===== src/rtl/mmio_serial_pkg.sv =====
// Shared constants and state encodings for the memory-mapped serial port.
// Building with MMIO_PARITY_EN adds PARITY states to both FSMs (8E1 framing).
package mmio_serial_pkg;

  localparam logic [1:0] WIN_WR      = 2'b01;
  localparam logic [1:0] WIN_RD      = 2'b10;
  localparam logic [1:0] OFS_DATA    = 2'd0;
  localparam logic [1:0] OFS_CTRL_RX = 2'd1;

  localparam int ST_TX_EMPTY   = 0;
  localparam int ST_TX_FULL    = 1;
  localparam int ST_TX_BUSY    = 2;
  localparam int ST_RX_VALID   = 3;
  localparam int ST_TX_OVF     = 4;
  localparam int ST_RX_OVF     = 5;
  localparam int ST_FRAME_ERR  = 6;
  localparam int ST_PARITY_ERR = 7;

  typedef enum logic [2:0] {
    TX_IDLE,
    TX_START,
    TX_DATA,
`ifdef MMIO_PARITY_EN
    TX_PARITY,
`endif
    TX_STOP
  } txState_t;

  typedef enum logic [2:0] {
    RX_IDLE,
    RX_START,
    RX_DATA,
`ifdef MMIO_PARITY_EN
    RX_PARITY,
`endif
    RX_STOP
  } rxState_t;

endpackage


===== src/rtl/mmio_sync_fifo.sv =====
// Byte-wide synchronous FIFO with first-word fall-through; pointers carry an
// extra wrap bit so full and empty are distinguished without a counter.
module mmio_sync_fifo #(
  parameter int DEPTH = 8
) (
  input  logic       clock,
  input  logic       reset,
  input  logic       i_push,
  input  logic       i_pop,
  input  logic [7:0] i_din,
  output logic [7:0] o_dout,
  output logic       o_full,
  output logic       o_empty
);

  localparam int AW = $clog2(DEPTH);

  logic [7:0]  r_mem [DEPTH];
  logic [AW:0] r_wrPtr;
  logic [AW:0] r_rdPtr;
  logic        w_doPush;
  logic        w_doPop;

  assign w_doPush = i_push && !o_full;
  assign w_doPop  = i_pop && !o_empty;
  assign o_empty  = (r_wrPtr == r_rdPtr);
  assign o_full   = (r_wrPtr[AW] != r_rdPtr[AW]) && (r_wrPtr[AW-1:0] == r_rdPtr[AW-1:0]);
  assign o_dout   = r_mem[r_rdPtr[AW-1:0]];

  always_ff @(posedge clock) begin
    if (reset) begin
      r_wrPtr <= '0;
      r_rdPtr <= '0;
    end else begin
      if (w_doPush) r_wrPtr <= r_wrPtr + 1'b1;
      if (w_doPop)  r_rdPtr <= r_rdPtr + 1'b1;
    end
  end

  always_ff @(posedge clock) begin
    if (w_doPush) r_mem[r_wrPtr[AW-1:0]] <= i_din;
  end

endmodule


===== src/rtl/mmio_serial_port.sv =====
// MMIO UART responder: stores feed a TX FIFO serialized as 8N1 on ja[0], loads
// return status or the received byte combinationally. MMIO_PARITY_EN selects 8E1.
module mmio_serial_port
  import mmio_serial_pkg::*;
#(
  parameter int CLKS_PER_BIT = 868,
  parameter int FIFO_DEPTH   = 8
) (
  input  logic        clock,
  input  logic        reset,
  input  logic        io_insn,
  input  logic [31:0] mem_addr,
  input  logic [31:0] data_in,
  output logic [31:0] data_out,
  input  logic        rx_in,
  output logic [5:0]  ja
);

  localparam int CW = $clog2(CLKS_PER_BIT);
  localparam logic [CW-1:0] BIT_LAST  = CW'(CLKS_PER_BIT - 1);
  localparam logic [CW-1:0] HALF_LAST = CW'(CLKS_PER_BIT / 2 - 1);

  logic       w_wrAcc, w_rdAcc, w_push, w_ctrlClr, w_rxRead;
  logic [1:0] w_ofs;
  logic       w_full, w_empty, w_pop, w_txBusy, w_txBitEnd, w_rxBitEnd;
  logic [7:0] w_dout, w_status;
  logic       w_parityErr;
  logic       w_unused;

  txState_t      r_txState;
  logic [CW-1:0] r_txCnt;
  logic [2:0]    r_txBit;
  logic [7:0]    r_txShift;
  logic          r_txLine, r_txOvf;

  rxState_t      r_rxState;
  logic [CW-1:0] r_rxCnt;
  logic [2:0]    r_rxBit;
  logic [7:0]    r_rxShift, r_rxData;
  logic          r_sync1, r_sync2, r_rxValid, r_rxOvf, r_frameErr;

  assign w_ofs     = mem_addr[3:2];
  assign w_wrAcc   = io_insn && (mem_addr[13:12] == WIN_WR);
  assign w_rdAcc   = io_insn && (mem_addr[13:12] == WIN_RD);
  assign w_push    = w_wrAcc && (w_ofs == OFS_DATA);
  assign w_ctrlClr = w_wrAcc && (w_ofs == OFS_CTRL_RX) && data_in[0];
  assign w_rxRead  = w_rdAcc && (w_ofs == OFS_CTRL_RX);
  assign w_unused  = ^{mem_addr[31:14], mem_addr[11:4], mem_addr[1:0], data_in[31:8]};

  mmio_sync_fifo #(.DEPTH(FIFO_DEPTH)) u_txFifo (
    .clock   (clock),
    .reset   (reset),
    .i_push  (w_push),
    .i_pop   (w_pop),
    .i_din   (data_in[7:0]),
    .o_dout  (w_dout),
    .o_full  (w_full),
    .o_empty (w_empty)
  );

  // Popping at the end of STOP lets queued frames follow with no idle gap.
  assign w_txBitEnd = (r_txCnt == BIT_LAST);
  assign w_pop      = !w_empty && ((r_txState == TX_IDLE) || ((r_txState == TX_STOP) && w_txBitEnd));
  assign w_txBusy   = (r_txState != TX_IDLE);

  always_ff @(posedge clock) begin
    if (reset) begin
      r_txState <= TX_IDLE;
      r_txCnt   <= '0;
      r_txBit   <= '0;
      r_txShift <= '0;
      r_txLine  <= 1'b1;
    end else begin
      case (r_txState)
        TX_IDLE: if (w_pop) begin
          r_txShift <= w_dout;
          r_txLine  <= 1'b0;
          r_txCnt   <= '0;
          r_txState <= TX_START;
        end
        TX_START: if (w_txBitEnd) begin
          r_txCnt   <= '0;
          r_txBit   <= '0;
          r_txLine  <= r_txShift[0];
          r_txState <= TX_DATA;
        end else r_txCnt <= r_txCnt + 1'b1;
        TX_DATA: if (w_txBitEnd) begin
          r_txCnt <= '0;
          if (r_txBit == 3'd7) begin
`ifdef MMIO_PARITY_EN
            r_txLine  <= ^r_txShift;
            r_txState <= TX_PARITY;
`else
            r_txLine  <= 1'b1;
            r_txState <= TX_STOP;
`endif
          end else begin
            r_txBit  <= r_txBit + 3'd1;
            r_txLine <= r_txShift[r_txBit + 3'd1];
          end
        end else r_txCnt <= r_txCnt + 1'b1;
`ifdef MMIO_PARITY_EN
        TX_PARITY: if (w_txBitEnd) begin
          r_txCnt   <= '0;
          r_txLine  <= 1'b1;
          r_txState <= TX_STOP;
        end else r_txCnt <= r_txCnt + 1'b1;
`endif
        TX_STOP: if (w_txBitEnd) begin
          r_txCnt <= '0;
          if (w_pop) begin
            r_txShift <= w_dout;
            r_txLine  <= 1'b0;
            r_txState <= TX_START;
          end else r_txState <= TX_IDLE;
        end else r_txCnt <= r_txCnt + 1'b1;
        default: r_txState <= TX_IDLE;
      endcase
    end
  end

  always_ff @(posedge clock) begin
    if (reset)                    r_txOvf <= 1'b0;
    else if (w_push && w_full)    r_txOvf <= 1'b1;
    else if (w_ctrlClr)           r_txOvf <= 1'b0;
  end

  always_ff @(posedge clock) begin
    if (reset) begin
      r_sync1 <= 1'b1;
      r_sync2 <= 1'b1;
    end else begin
      r_sync1 <= rx_in;
      r_sync2 <= r_sync1;
    end
  end

  assign w_rxBitEnd = (r_rxCnt == BIT_LAST);

`ifdef MMIO_PARITY_EN
  logic r_parityErr;
  assign w_parityErr = r_parityErr;
`else
  assign w_parityErr = 1'b0;
`endif

  // Clears are issued first so that a flag or byte set later in the same cycle wins.
  always_ff @(posedge clock) begin
    if (reset) begin
      r_rxState  <= RX_IDLE;
      r_rxCnt    <= '0;
      r_rxBit    <= '0;
      r_rxShift  <= '0;
      r_rxData   <= '0;
      r_rxValid  <= 1'b0;
      r_rxOvf    <= 1'b0;
      r_frameErr <= 1'b0;
`ifdef MMIO_PARITY_EN
      r_parityErr <= 1'b0;
`endif
    end else begin
      if (w_ctrlClr) begin
        r_rxOvf    <= 1'b0;
        r_frameErr <= 1'b0;
`ifdef MMIO_PARITY_EN
        r_parityErr <= 1'b0;
`endif
      end
      if (w_rxRead) r_rxValid <= 1'b0;
      case (r_rxState)
        RX_IDLE: if (!r_sync2) begin
          r_rxCnt   <= '0;
          r_rxState <= RX_START;
        end
        RX_START: if (r_rxCnt == HALF_LAST) begin
          r_rxCnt <= '0;
          r_rxBit <= '0;
          r_rxState <= r_sync2 ? RX_IDLE : RX_DATA;
        end else r_rxCnt <= r_rxCnt + 1'b1;
        RX_DATA: if (w_rxBitEnd) begin
          r_rxCnt   <= '0;
          r_rxShift <= {r_sync2, r_rxShift[7:1]};
          r_rxBit   <= r_rxBit + 3'd1;
`ifdef MMIO_PARITY_EN
          if (r_rxBit == 3'd7) r_rxState <= RX_PARITY;
`else
          if (r_rxBit == 3'd7) r_rxState <= RX_STOP;
`endif
        end else r_rxCnt <= r_rxCnt + 1'b1;
`ifdef MMIO_PARITY_EN
        RX_PARITY: if (w_rxBitEnd) begin
          r_rxCnt   <= '0;
          r_rxState <= RX_STOP;
          if (r_sync2 != ^r_rxShift) r_parityErr <= 1'b1;
        end else r_rxCnt <= r_rxCnt + 1'b1;
`endif
        RX_STOP: if (w_rxBitEnd) begin
          r_rxCnt   <= '0;
          r_rxState <= RX_IDLE;
          if (r_sync2) begin
            r_rxData  <= r_rxShift;
            r_rxValid <= 1'b1;
            if (r_rxValid && !w_rxRead) r_rxOvf <= 1'b1;
          end else r_frameErr <= 1'b1;
        end else r_rxCnt <= r_rxCnt + 1'b1;
        default: r_rxState <= RX_IDLE;
      endcase
    end
  end

  always_comb begin
    w_status                = '0;
    w_status[ST_TX_EMPTY]   = w_empty;
    w_status[ST_TX_FULL]    = w_full;
    w_status[ST_TX_BUSY]    = w_txBusy;
    w_status[ST_RX_VALID]   = r_rxValid;
    w_status[ST_TX_OVF]     = r_txOvf;
    w_status[ST_RX_OVF]     = r_rxOvf;
    w_status[ST_FRAME_ERR]  = r_frameErr;
    w_status[ST_PARITY_ERR] = w_parityErr;
    data_out = '0;
    if (w_rdAcc) begin
      case (w_ofs)
        OFS_DATA:    data_out = {24'b0, w_status};
        OFS_CTRL_RX: data_out = {24'b0, r_rxData};
        default:     data_out = '0;
      endcase
    end
  end

  assign ja = {2'b00, r_rxValid, w_full, w_txBusy, r_txLine};

endmodule


===== config.mk =====
export PLATFORM = sky130hd
export DESIGN_NAME = mmio_serial_port
export DESIGN_NICKNAME = d
export VERILOG_FILES = /design/src/rtl/mmio_serial_pkg.sv /design/src/rtl/mmio_sync_fifo.sv /design/src/rtl/mmio_serial_port.sv
export SDC_FILE = /design/constraint.sdc
export NUM_CORES = 1
export LEC_CHECK = 0
export ABC_AREA = 1
export CAP_MARGIN = 10
export CORE_ASPECT_RATIO = 1.2
export CORE_MARGIN = 2
export CORE_UTILIZATION = 45
export DETAILED_ROUTE_END_ITERATION = 10
export PLACE_DENSITY = 0.81
export SLEW_MARGIN = 0
export SYNTH_ARGS = -nofsm -noshare
export SYNTH_HDL_FRONTEND = slang
export SYNTH_SLANG_ARGS = --single-unit

===== constraint.sdc =====
create_clock -name clock -period 2.2 [get_ports clock]
set_input_delay 0.55 -clock clock [delete_from_list [all_inputs] [get_ports clock]]
set_output_delay 0.55 -clock clock [all_outputs]
set_load 0.02 [all_outputs]

==> Flow_metrics.wiki <==
{| class="wikitable"
! Metric !! Value
|-
| Class of the worst hold path || reg -> reg
|-
| Average routed wire per standard cell || 13.8 um
|-
| Crit path capture type || output port
|-
| Number of design rule violations left after detail routing || 0
|-
| Clock slew at reported path FFs || 0.06 ns
|-
| Wire length of the first global-routing pass || 23,300 um
|-
| Worst relative slew slack || 57.5%
|-
| DPL Wire Length || 9260 um
|-
| Area share of the leading cell type in the synthesized netlist || 29.8%
|-
| Clock tree skew after final layout || 0.0102 ns
|-
| Post-CTS Hold Fix Bufs || 0
|-
| Area added between synthesis and finish || 17.5%
|-
| H-tree depth reported by CTS || 4
|-
| Highest fanout seen on the critical path || 3
|-
| Total congestion overflow || 0
|-
| Maximum clock insertion buffer count || 2
|-
| Total number of vias || 5,331
|-
| Number of endpoints with negative hold slack in the final report || 0
|-
| Worst-margin pin slew || 0.637 ns
|-
| Max VDD drop || 0.537 mV
|-
| Mean cell area of the mapped netlist || 8.24 sq um
|-
| Die Footprint || 0.0153 sq mm
|-
| Number of maximum-capacitance constraint violations || 0
|-
| Critical Path Slowest Stage Cell || sky130_fd_sc_hd__dfxtp_1
|-
| Top-level I/O count || 106
|-
| Via count normalized by instance count || 5.20
|-
| Placer congestion estimate || 0.828
|-
| Post-route total power || 7.06 mW
|-
| Leakage || 3.11 nW
|-
| Share of the clock period used by the worst path || 97.5%
|-
| Number of antenna violations at the first check in global routing || 0
|-
| Total wire length || 14,100 um
|-
| Result of the run || complete, no violations
|-
| Ordered cell list for the critical path || inv_1 -> nand2_1 -> nand2_1 -> nor2_2 -> nand3_2 -> a21oi_2 -> buf_4
|-
| Required arrival time at the worst endpoint || 1.65 ns
|-
| Fraction of layout cells with a size suffix above 1 || 13.3%
|-
| Number of warnings reported in the yosys synthesis log || 0
|-
| Share of flip-flops with an asynchronous set or reset after synthesis || 0%
|-
| DIE HEIGHT || 135 um
|-
| Cell row count || 47
|-
| Residual antenna-violating net count after detailed routing || 0
|-
| Cell area power density || 932 mW/mm^2
|-
| Detailed Routing Iterations Pass 1 || 5
|-
| Number of enable-type register cells in the synthesized netlist || 64
|-
| Starting utilization of the core area || 46.5%
|-
| Cell with the most instances after synthesis || sky130_fd_sc_hd__nand2_1
|-
| Share of synthesized area occupied by flip-flops and latches || 52.1%
|-
| TritonCTS clock tree || yes
|-
| Largest net degree at the start of global routing || 33
|-
| Max Slew Vio Count || 0
|-
| Total of buffers placed on input and output ports || 27
|-
| Worst path most repeated cell || sky130_fd_sc_hd__nand2_1
|-
| Clock latency reported for the late side of the worst-skew pair || 0.42 ns
|-
| Clock Sinks || 136
|-
| Floorplan core area || 0.0139 sq mm
|-
| Area of the mapped netlist || 0.00645 sq mm
|-
| Unique cell type count in the Yosys netlist || 36
|-
| Via count of the first global-routing pass || 5,094
|-
| Data arrival time at the worst-slack endpoint || 1.59 ns
|-
| Largest cells by area after synthesis || sky130_fd_sc_hd__edfxtp_1 30%, sky130_fd_sc_hd__dfxtp_1 22%, sky130_fd_sc_hd__nand2_1 11%, sky130_fd_sc_hd__nand3_1 6.7%, sky130_fd_sc_hd__nor2_1 5.0%
|-
| Dpl cells || 993
|-
| Period minus WS final || 2.14 ns
|-
| Commonest register cell after synthesis || sky130_fd_sc_hd__dfxtp_1
|-
| Post-layout net count || 923
|-
| Buffers plus inverters on the worst setup path || 2
|-
| Diodes inserted || 0
|-
| Synth area leader || sky130_fd_sc_hd__edfxtp_1
|-
| Gr usage total || 19.1%
|-
| CP top delay family || simple AND/OR/NAND/NOR gates
|-
| Final standard cell count with taps included and fillers excluded || 1,026
|-
| Most frequent cells after synthesis || 196 x sky130_fd_sc_hd__nand2_1, 87 x sky130_fd_sc_hd__nand3_1, 86 x sky130_fd_sc_hd__nor2_1
|-
| Cells after Synth || 783
|-
| Worst hold margin || 0.407 ns
|-
| Iteration-0 DRC count of the detailed router || 275
|-
| Number of buffers inserted during clock tree synthesis || 17
|-
| CTS root buffer || sky130_fd_sc_hd__clkbuf_16
|-
| Critical path launch point type || flop
|-
| Final setup viols || 0
|-
| Slowest stage delay, CP || 0.37 ns
|-
| Highest achievable clock rate || 466 MHz
|-
| Horizontal die dimension || 113 um
|-
| Register bit count reported by yosys || 136
|-
| Type of the worst setup path || reg -> out
|}
==> area by class of cell <==
class / count / area, sq um
Timing Repair Buffer: 66 / 527
Clock buffer: 18 / 429
Inverter: 86 / 325
Clock inverter: 14 / 139
Sequential cell: 136 / 3370
Multi-Input combinational cell: 535 / 2580
Tap cell: 171 / 214
Fill cell: 1160 / 6300
==> cell usage in the layout, fill, tap and decap left out, types with 13 or more instances in the layout <==
master	instances
sky130_fd_sc_hd__inv_1	79
sky130_fd_sc_hd__clkbuf_16	17
sky130_fd_sc_hd__o21ai_0	31
sky130_fd_sc_hd__buf_4	43
sky130_fd_sc_hd__nor2_1	83
sky130_fd_sc_hd__a21oi_1	34
sky130_fd_sc_hd__nand3_1	84
sky130_fd_sc_hd__nand2_1	196
sky130_fd_sc_hd__ha_1	13
sky130_fd_sc_hd__conb_1	26
sky130_fd_sc_hd__edfxtp_1	64
sky130_fd_sc_hd__dfxtp_1	70
==> layer usage <==
metal	wire length, um	global-route usage [%]	vias up
li1	-	-	2629
met1	5890	23.1	2480
met2	7120	33.3	192
met3	795	4.03	30
met4	317	7.86	0
met5	0	0	-
==> where the power goes <==
group          switching [mW]  internal [mW]  total [mW]
clock network            1.15           1.58        2.73
registers              0.0881           2.76        2.85
logic                    1.02          0.470        1.49
==> path summary, 6_finish.rpt <==
kind                                         start                        end  slack, ns  cells after the start
hold / removal                  r_sync1$_SDFF_PP1_         r_sync2$_SDFF_PP1_       0.41                      1
setup reg to reg         r_txState[0]$_SDFFE_PP0P_  r_txShift[5]$_SDFFE_PP0P_       0.35                     10
hold reg to reg                 r_sync1$_SDFF_PP1_         r_sync2$_SDFF_PP1_       0.41                      1
setup / recovery  u_txFifo.r_rdPtr[3]$_SDFFE_PP0P_                data_out[0]       0.06                      7
==> registers in the layout (all words and copies together) (netlist names), 2 cells and up, named ones only <==
register / cells
r_rxData: 8
r_rxCnt: 10
r_txBit: 3
r_txShift: 8
u_txFifo.r_wrPtr: 4
r_rxShift: 8
u_txFifo.r_rdPtr: 4
r_txState: 2
u_txFifo.r_mem: 64
r_rxBit: 3
r_txCnt: 10
r_rxState: 2
==> what timing repair did <==
item | CTS | global route
setup endpoints to repair | 10 | 15
pin swaps | 6 | 3
gates cloned | 0 | 0
resized for setup | 50 | 14
buffers inserted | 0 | 1
==> kinds of logic after synthesis <==
logic type,synth area share (%)
AOI/OAI and AO/OA,6.96
xor gates and xnor gates,1.22
adders and majority gates,2.52
buffers and inverters,10.2
DFF,52.1
other,0.0581
and+or+nand+nor,26.9
==> metrics by stage <==
step                cell area (sq um)  setup WS, ns  setup TNS, ns  utilization [%]
CTS                              7550       0.00689              0             54.4
detailed placement               6990        -0.621         -18.73             50.4
finish                           7580        0.0559              0             54.6
floorplan                        6560       -0.0850          -1.36                -
global placement                 6990        -0.583         -17.36             50.4
global route                     7580       -0.0138        -0.0159             54.6
(Power assumes the default switching activity.)
